## config.mk

```make
export PLATFORM = sky130hd
export DESIGN_NAME = decoder_nto2n_scan
export DESIGN_NICKNAME = d
export VERILOG_FILES = /design/src/rtl/decoder_nto2n_scan.sv
export SDC_FILE = /design/constraint.sdc
export NUM_CORES = 1
export LEC_CHECK = 0
export CORE_MARGIN = 1
export CORE_UTILIZATION = 46
export DETAILED_ROUTE_END_ITERATION = 8
export PLACE_DENSITY = 0.74
export SLEW_MARGIN = 30
export SYNTH_ARGS = -nofsm -noshare
export SYNTH_HDL_FRONTEND = slang
export SYNTH_SLANG_ARGS = --single-unit
```

## constraint.sdc

```tcl
create_clock -name clk -period 1.5 [get_ports clk]
set_clock_uncertainty 0.05 [all_clocks]
set_input_delay 0.375 -clock clk [delete_from_list [all_inputs] [get_ports clk]]
set_output_delay 0.375 -clock clk [all_outputs]
set_load 0.005 [all_outputs]
```

## src/rtl/decoder_nto2n_scan.sv

```systemverilog
// N-to-2^N registered one-hot decoder with dwell-timed auto-scan; `DECODER_SCAN_MASK_EN adds a line-skip mask.
// Latency: 1 cycle from inputs to D/idx/wrap; no backpressure, lines change only on en/mode/A/dwell timing.
module decoder_nto2n_scan #(
  parameter int N         = 2,
  parameter int DWELL_W   = 8,
  parameter int DWELL_RST = 0
) (
  input  logic               clk,
  input  logic               rst,
  input  logic               en,
  input  logic               mode,
  input  logic [N-1:0]       A,
  input  logic               load,
  input  logic [DWELL_W-1:0] dwell,
`ifdef DECODER_SCAN_MASK_EN
  input  logic [(1<<N)-1:0]  mask,
`endif
  output logic [(1<<N)-1:0]  D,
  output logic [N-1:0]       idx,
  output logic               wrap
);

  localparam int L = 1 << N;

  typedef enum logic [1:0] {IDLE, DIRECT, SCAN} state_t;

  state_t             r_state, w_state_nxt;
  logic [L-1:0]       r_d, w_d_nxt;
  logic [N-1:0]       r_idx, w_idx_nxt;
  logic               r_wrap, w_wrap_nxt;
  logic [DWELL_W-1:0] r_cnt, w_cnt_nxt;
  logic [DWELL_W-1:0] r_dwell, w_dwell_nxt;

  logic [L-1:0]       w_one;
  logic [N-1:0]       w_adv_idx;
  logic               w_adv_found;
  logic               w_adv_wrap;
  logic [N-1:0]       w_first_idx;
  logic               w_first_found;

  assign w_one = {{(L-1){1'b0}}, 1'b1};

`ifdef DECODER_SCAN_MASK_EN
  // Next unmasked line strictly after r_idx; a carry out of the N-bit index means we crossed line 0.
  always_comb begin
    logic [N:0] w_sum;
    w_adv_idx   = r_idx;
    w_adv_found = 1'b0;
    w_adv_wrap  = 1'b0;
    w_sum       = '0;
    for (int k = 1; k <= L; k++) begin
      w_sum = {1'b0, r_idx} + k[N:0];
      if (!w_adv_found && !mask[w_sum[N-1:0]]) begin
        w_adv_found = 1'b1;
        w_adv_idx   = w_sum[N-1:0];
        w_adv_wrap  = w_sum[N];
      end
    end
  end

  always_comb begin
    w_first_idx   = r_idx;
    w_first_found = 1'b0;
    for (int k = L - 1; k >= 0; k--) begin
      if (!mask[k]) begin
        w_first_found = 1'b1;
        w_first_idx   = k[N-1:0];
      end
    end
  end
`else
  assign w_adv_idx     = r_idx + 1'b1;
  assign w_adv_found   = 1'b1;
  assign w_adv_wrap    = (r_idx == N'(L - 1));
  assign w_first_idx   = '0;
  assign w_first_found = 1'b1;
`endif

  always_ff @(posedge clk or posedge rst) begin
    if (rst) begin
      r_state <= IDLE;
    end else begin
      r_state <= w_state_nxt;
    end
  end

  always_comb begin
    w_state_nxt = r_state;
    w_d_nxt     = r_d;
    w_idx_nxt   = r_idx;
    w_wrap_nxt  = 1'b0;
    w_cnt_nxt   = r_cnt;
    w_dwell_nxt = load ? dwell : r_dwell;

    if (!en) begin
      w_state_nxt = IDLE;
      w_d_nxt     = '0;
      w_cnt_nxt   = '0;
    end else begin
      case (r_state)
        IDLE, DIRECT: begin
          w_cnt_nxt = '0;
          if (mode) begin
            // Scan always restarts from the first eligible line.
            w_state_nxt = SCAN;
            if (w_first_found) begin
              w_idx_nxt = w_first_idx;
              w_d_nxt   = w_one << w_first_idx;
            end else begin
              w_d_nxt   = '0;
            end
          end else begin
            w_state_nxt = DIRECT;
            w_idx_nxt   = A;
            w_d_nxt     = w_one << A;
          end
        end
        SCAN: begin
          if (!mode) begin
            w_state_nxt = DIRECT;
            w_cnt_nxt   = '0;
            w_idx_nxt   = A;
            w_d_nxt     = w_one << A;
          end else if (load) begin
            w_cnt_nxt = '0;
          end else if (r_cnt == r_dwell) begin
            w_cnt_nxt = '0;
            if (w_adv_found) begin
              w_idx_nxt  = w_adv_idx;
              w_d_nxt    = w_one << w_adv_idx;
              w_wrap_nxt = w_adv_wrap;
            end else begin
              w_d_nxt    = '0;
            end
          end else begin
            w_cnt_nxt = r_cnt + 1'b1;
          end
        end
        default: begin
          w_state_nxt = IDLE;
          w_d_nxt     = '0;
          w_cnt_nxt   = '0;
        end
      endcase
    end
  end

  always_ff @(posedge clk or posedge rst) begin
    if (rst) begin
      r_d     <= '0;
      r_idx   <= '0;
      r_wrap  <= 1'b0;
      r_cnt   <= '0;
      r_dwell <= DWELL_W'(DWELL_RST);
    end else begin
      r_d     <= w_d_nxt;
      r_idx   <= w_idx_nxt;
      r_wrap  <= w_wrap_nxt;
      r_cnt   <= w_cnt_nxt;
      r_dwell <= w_dwell_nxt;
    end
  end

  assign D    = r_d;
  assign idx  = r_idx;
  assign wrap = r_wrap;

endmodule

```

==> metrics.txt, run 1 <==
status=finished, violations left; failing checks=negative setup slack; Finish-stage setup viols=14; top cells by area, synth=dfrtp_1 (49%), mux2_2 (10%), xor2_1 (8.2%); initial DRC count=16; unrepaired setup endpoints after global routing=yes; DRC Markers=0; num rows=18; MaxCap Viol Count=0; cell area after synthesis=approximately 1300 sq um; Via Count=about 960; Pre-antenna DRT Iters=4; DPL Wire Length=1950 um; layout cells sized above 1=29.7%; Worst VDD drop=0.576 mV; Mapped Avg Cell Area=11.5 sq um; register area share after synthesis=roughly half; clock buffer count from CTS=3; Fin. Hold Viols=0; routability-driven placement congestion ratio=between 0.8 and 0.9; Synth Instances=112; Worst Setup Start Kind=flip-flop; number of global-route vias before repair=~1000; dpl ws=-0.305 ns; clk buf depth=2; cell total after placement=roughly 180; syn_nets=between 100 and 150; Vias per Instance=just over 5; Leak=around 0.85 nW; critical path class=flip-flop to flip-flop; initial core utilization=between 50 and 60%; multi-input logic area=between 600 and 700 sq um; Non-Filler Instances=around 190; Power, Total=around 1.3 mW; Die ar.=3010 sq um; Hold WC Path Type=input port to async pin; Synth cell types=26; Top Ports=22; PortBufs=21; crit path launch=r_dwell[5]; Setup TNS Final=-1.86 ns; layout net count=roughly 180; worst hold slack=roughly 0.35 ns; Filler cells=a little under 200; Yosys warnings=0; CTS clk-pin slew, worst paths=around 0.12 ns; crit path DAT=between 1.5 and 2 ns; first-pass GRT wire length=between 4000 and 5000 um; core box area=2570 sq um; Worst Tran Pin Value=between 0.3 and 0.4 ns; final setup margin=-0.263 ns; Tmin final=1.76 ns; H-tree levels=1; Peak Freq=~570 MHz; diodes inserted=0; largest net degree at the start of global routing=26; CP endpoint kind=flip-flop; Die Width=roughly 55 um; Die Y=approximately 55 um; clk sinks=25; CP required=~1.7 ns; Yosys top cell area share=48.6%; antenna-violating nets left=0; wire per inst=approximately 14 um; Synth area leader=dfrtp_1; worst-skew pair later-pin latency=0.31 ns; Final Max Tran Viols=0; reg2reg setup slack=-0.26 ns; Area Overhead vs Synth=35.1%; initial antenna violation count=0; CTS root buffer=clkbuf_4; TritonCTS clock tree=yes; Sequential Area=between 600 and 700 sq um; routed wire length=about 2600 um; worst reg2reg startpoint=r_dwell[5]; Critical Path Fanout Max=4; overall global routing resource usage=between 10% and 20%; gr ovfl total=0; relative max-transition margin=between 70 and 80%; Pwr Density=roughly 750 nW/um^2; flops & latches, synth=25; final worst path period share=118%
==> where the power goes <==
part           switching [mW]  leakage [nW]  internal [mW]
registers              0.0309         0.323          0.713
clock network           0.188        0.0150          0.104
logic                   0.111         0.508          0.153
==> timing repair <==
| item | 4_1_cts | 5_1_grt |
|---|---|---|
| buffers inserted | 2 | 1 |
| hold buffers | 0 | 0 |
| setup endpoints to repair | 21 | 16 |
| pin swaps | 1 | 2 |
| resized for setup | 9 | 3 |
| cloned | 0 | 0 |
==> final timing paths <==
path                               to  depth (start not counted)
min in group clk                 D[2]                          1
max in group asynchronous      idx[1]                          3
max reg2reg                      D[3]                          5
min                        r_dwell[3]                          3
max                              D[3]                          5
min reg2reg                      D[2]                          1
==> per-layer routing <==
layer	track usage, %	routed length (um)
met5	0	0
met4	6.25	24
met3	3.28	99
met2	36.1	1330
met1	23.9	1140
==> cell usage in the layout (no fill, tap or decap), types with 5 or more instances in the layout <==
cell and n:
buf_4 17, clkdlybuf4s50_1 14, dfrtp_1 24, dlygate4sd2_1 6
ha_1 6, inv_1 5, mux2_2 12, nand3_1 5
nor2_1 13, xor2_1 12
==> registers in the layout, indices dropped and copies added, names as in the netlist <==
name and flops:
r_cnt 8, r_dwell 8, D 4, idx 2, r_state 2, wrap 1
==> cell families after synthesis <==
logic type | Yosys count | synth area share (%)
and+or+nand+nor | 35 | 14.0
adders and majority gates | 6 | 5.83
DFF | 25 | 48.6
xor gates and xnor gates | 14 | 9.52
muxes | 14 | 12.4
buffers and inverters | 7 | 2.04
AOI/OAI and AO/OA | 11 | 7.58
==> critical path: stages, from the launching register on <==
cell      delay, ns
dfrtp_1        0.42
xor2_1         0.18
nor4_2         0.33
nand2_2        0.16
o21bai_4       0.18
mux2_2         0.35
==> through the flow <==
step / cell area, sq um / utilization [%]
2_1_floorplan: 1290 / -
3_3_place_gp: 1680 / 65.4
3_5_place_dp: 1680 / 65.4
4_1_cts: 1730 / 67.2
5_1_grt: 1740 / 67.7
6_report: 1740 / 67.7
==> area by class of cell <==
cell class | instances | area share (%)
clock buffer | 4 | 1.51
tap | 30 | 2.16
sequential | 25 | 36.0
timing repair buffer | 41 | 22.1
multi-input combinational | 80 | 37.1
inverter | 5 | 1.08
==> synthesized netlist by cell type <==
| cell | instances |
|---|---|
| nand2_2 | 1 |
| and3_1 | 3 |
| nor2_1 | 14 |
| nor4_2 | 2 |
| xor2_1 | 12 |
| nand2_1 | 5 |
| a31oi_4 | 1 |
| mux2_4 | 1 |
| clkbuf_1 | 2 |
| mux2_2 | 12 |
| dfrtp_1 | 25 |
| o21ai_0 | 3 |
| or2_2 | 1 |
| and3_2 | 1 |
| inv_1 | 5 |
| or3_1 | 1 |
| nor2b_1 | 1 |
| a32oi_1 | 3 |
| o21bai_4 | 1 |
| a31oi_1 | 1 |
| and2b_1 | 1 |
| ha_1 | 6 |
| nand3_1 | 5 |
| mux2i_1 | 1 |
| a21oi_1 | 2 |
| xnor2_1 | 2 |
(Power assumes the default switching activity.)
==> run 2: changes to the inputs <==
ABC_AREA = 1   (was not set)
CORE_UTILIZATION = 47   (was 46)
==> metrics.txt, run 2 <==
routed wire length=2960 um (+14%); Synth Instances=174 (+55%); core box area=2780 sq um (+8.3%); critical path class=flip-flop to output pin; most numerous cell in the Yosys netlist=nand2_1; syn_nets=195 (+47%); flops & latches, synth=25 (unchanged); Final Max Tran Viols=0 (unchanged); PortBufs=21 (unchanged); CTS clk-pin slew, worst paths=0.14 ns (+0.02 ns); CP max stage cell=dfrtp_1; reg-to-reg endpoint=idx[1]; Worst VDD drop=0.627 mV (+8.8%); Yosys warnings=0 (unchanged); Synth area leader=dfrtp_1; Die ar.=3170 sq um (+5.2%); final worst path period share=94.4% (-23 points); Critical Path Fanout Max=1 (-3); worst hold slack=0.342 ns (-0.00834 ns); overall global routing resource usage=20.0% (+0.036 points); worst reg2reg startpoint=r_cnt[6]; final setup margin=0.0835 ns (+0.346 ns); reg2reg setup slack=0.10 ns (+0.36 ns); Worst Tran Pin Value=0.322 ns (-0.0385 ns); number of global-route vias before repair=1210 (+22%); Area Overhead vs Synth=31.0%; DRC Markers=0 (unchanged); Final Util=65.3% (-2.4 points); Finish-stage setup viols=0 (-14); DPL Wire Length=2130 um (+9.5%); Post-synth top flop=dfrtp_1; Design Area, Final=1820 sq um (+4.5%); clk sinks=25 (unchanged); EDFF count, synth=0 (unchanged); num rows=19 (+1); layout cells sized above 1=19.4% (-10 points); gr ovfl total=0 (unchanged); status=finished clean; clk buf depth=2 (unchanged); dpl ws=-0.207 ns (+0.0977 ns); depth of the most critical reg-to-reg path=8 (+3); crit path DAT=0.99 ns (-0.94 ns); routability-driven placement congestion ratio=0.855 (+0.89%); clock buffer count from CTS=3 (unchanged); Worst Path Buf+Inv=1 (+1); Synth cell types=23 (-12%); Synth top cells by count=nand2_1 (59), dfrtp_1 (25), inv_1 (21); CP required=1.07 ns (-0.59 ns); Mapped Avg Cell Area=7.97 sq um (-31%); Hold Buf Count CTS=0 (unchanged); H-tree levels=1 (unchanged); diodes inserted=0 (unchanged); Synth async-reset ratio=100% (unchanged); wire per inst=11.9 um (-15%); crit-path leading delay family=flip-flops; Tmin final=1.42 ns (-0.346 ns); antenna-violating nets left=0 (unchanged); commonest non-fill, non-tap cells in the layout=nand2_1 (59), dfrtp_1 (23), inv_1 (20); first-pass GRT wire length=4950 um (+18%); CTS root buffer=clkbuf_4; Placed Area=1710 sq um (+1.6%); Fin. Hold Viols=0 (unchanged); CP endpoint kind=output pin; largest net degree at the start of global routing=26 (unchanged); most common cell after layout, fill and taps aside=nand2_1; cell area after synthesis=1390 sq um (+7.7%); Vias per Instance=4.98 (-3.8%); MaxCap Viol Count=0 (unchanged); Die Y=56.3 um (+2.6%); initial antenna violation count=0 (unchanged); Peak Freq=706 MHz (+24%); top cells by area, synth=dfrtp_1 (45%), nand2_1 (16%), inv_1 (5.7%); Worst Setup Start Kind=flip-flop; Pwr Density=711 nW/um^2 (-4.8%); layout net count=239 (+35%); register area share after synthesis=45.1% (-3.5 points); initial DRC count=68 (+52); Top Ports=22 (unchanged); Via Count=1236 (+29%); worst-skew pair later-pin latency=0.31 ns (about the same); Pre-antenna DRT Iters=4 (unchanged); Die Width=56.3 um (+2.6%); TritonCTS clock tree=yes; relative max-transition margin=78.5% (+2.8 points); Yosys top cell area share=45.1% (-3.5 points); CP cell instances=dlygate4sd2_1; crit-path max cell delay=0.41 ns (about the same); initial core utilization=49.8% (-0.30 points); Hold WC Path Type=input port to async pin; Leak=0.963 nW (+14%)
## run 2: layout make-up
class	count	area [sq um]
Inverter	24	90.1
Multi-Input combinational cell	124	689
Sequential cell	25	628
Fill cell	227	965
Clock buffer	4	26.3
Tap cell	31	38.8
Timing Repair Buffer	40	344
## run 2: kinds of logic after synthesis
logic type               share of synthesized area, %
flip-flops                                       45.1
AO/OA/AOI/OAI                                    4.87
AND/OR/NAND/NOR                                  33.4
XOR/XNOR                                         4.42
buffers and inverters                            6.77
adder cells (fa/ha/maj)                          5.42
## run 2: per-stage QoR
| step | TNS (ns) | std cells | power (mW) |
|---|---|---|---|
| finish | 0 | 248 | 1.29 |
| global route | -0.0830 | 248 | 1.37 |
| CTS | 0 | 242 | 1.30 |
| detailed placement | -2.59 | 235 | 0.993 |
| global placement | -1.96 | 235 | 0.984 |
| floorplan | 0 | 174 | 0.868 |
## run 2: worst max-delay path by stage
stage / start / depth (start not counted) / endpoint / slack (ns)
floorplan: r_cnt[1] / 10 / idx[0] / 0.23
global placement: mode / 8 / D[1] / -0.14
detailed placement: mode / 7 / r_cnt[2] / -0.21
CTS: r_cnt[2] / 8 / idx[0] / 0.03
global route: r_cnt[6] / 8 / idx[0] / -0.03
finish: wrap / 1 / wrap / 0.08
## run 2: where the power goes
group	leakage, nW	total, mW	switching, mW	internal (mW)
combinational	0.623	0.261	0.137	0.125
clock	0.0150	0.301	0.197	0.104
sequential	0.325	0.730	0.0215	0.709
total	0.963	1.29	0.355	0.937
## run 2: worst register-to-register path: stages, from the launching register on
cell     delay, ns
dfrtp_1       0.44
xnor2_1       0.20
nand2_1       0.13
nor2_4        0.15
nand2_4       0.09
nand2_2       0.09
nand2_2       0.05
nand2_1       0.06
nand2_1       0.05
## run 2: timing repair
item | 4_1_cts | 5_1_grt
setup endpoints to repair | 7 | 12
gates resized for setup | 7 | 7
buffers inserted | 3 | 6
## run 2: layer usage
| metal | vias to the layer above | global-route usage, % | share of wire [%] |
|---|---|---|---|
| met1 | 587 | 23.6 | 44 |
| met2 | 19 | 36.6 | 51 |
| met5 | - | 0 | 0 |
| li1 | 624 | - | - |
| met4 | 0 | 8.36 | 1.8 |
| met3 | 6 | 2.30 | 2.9 |
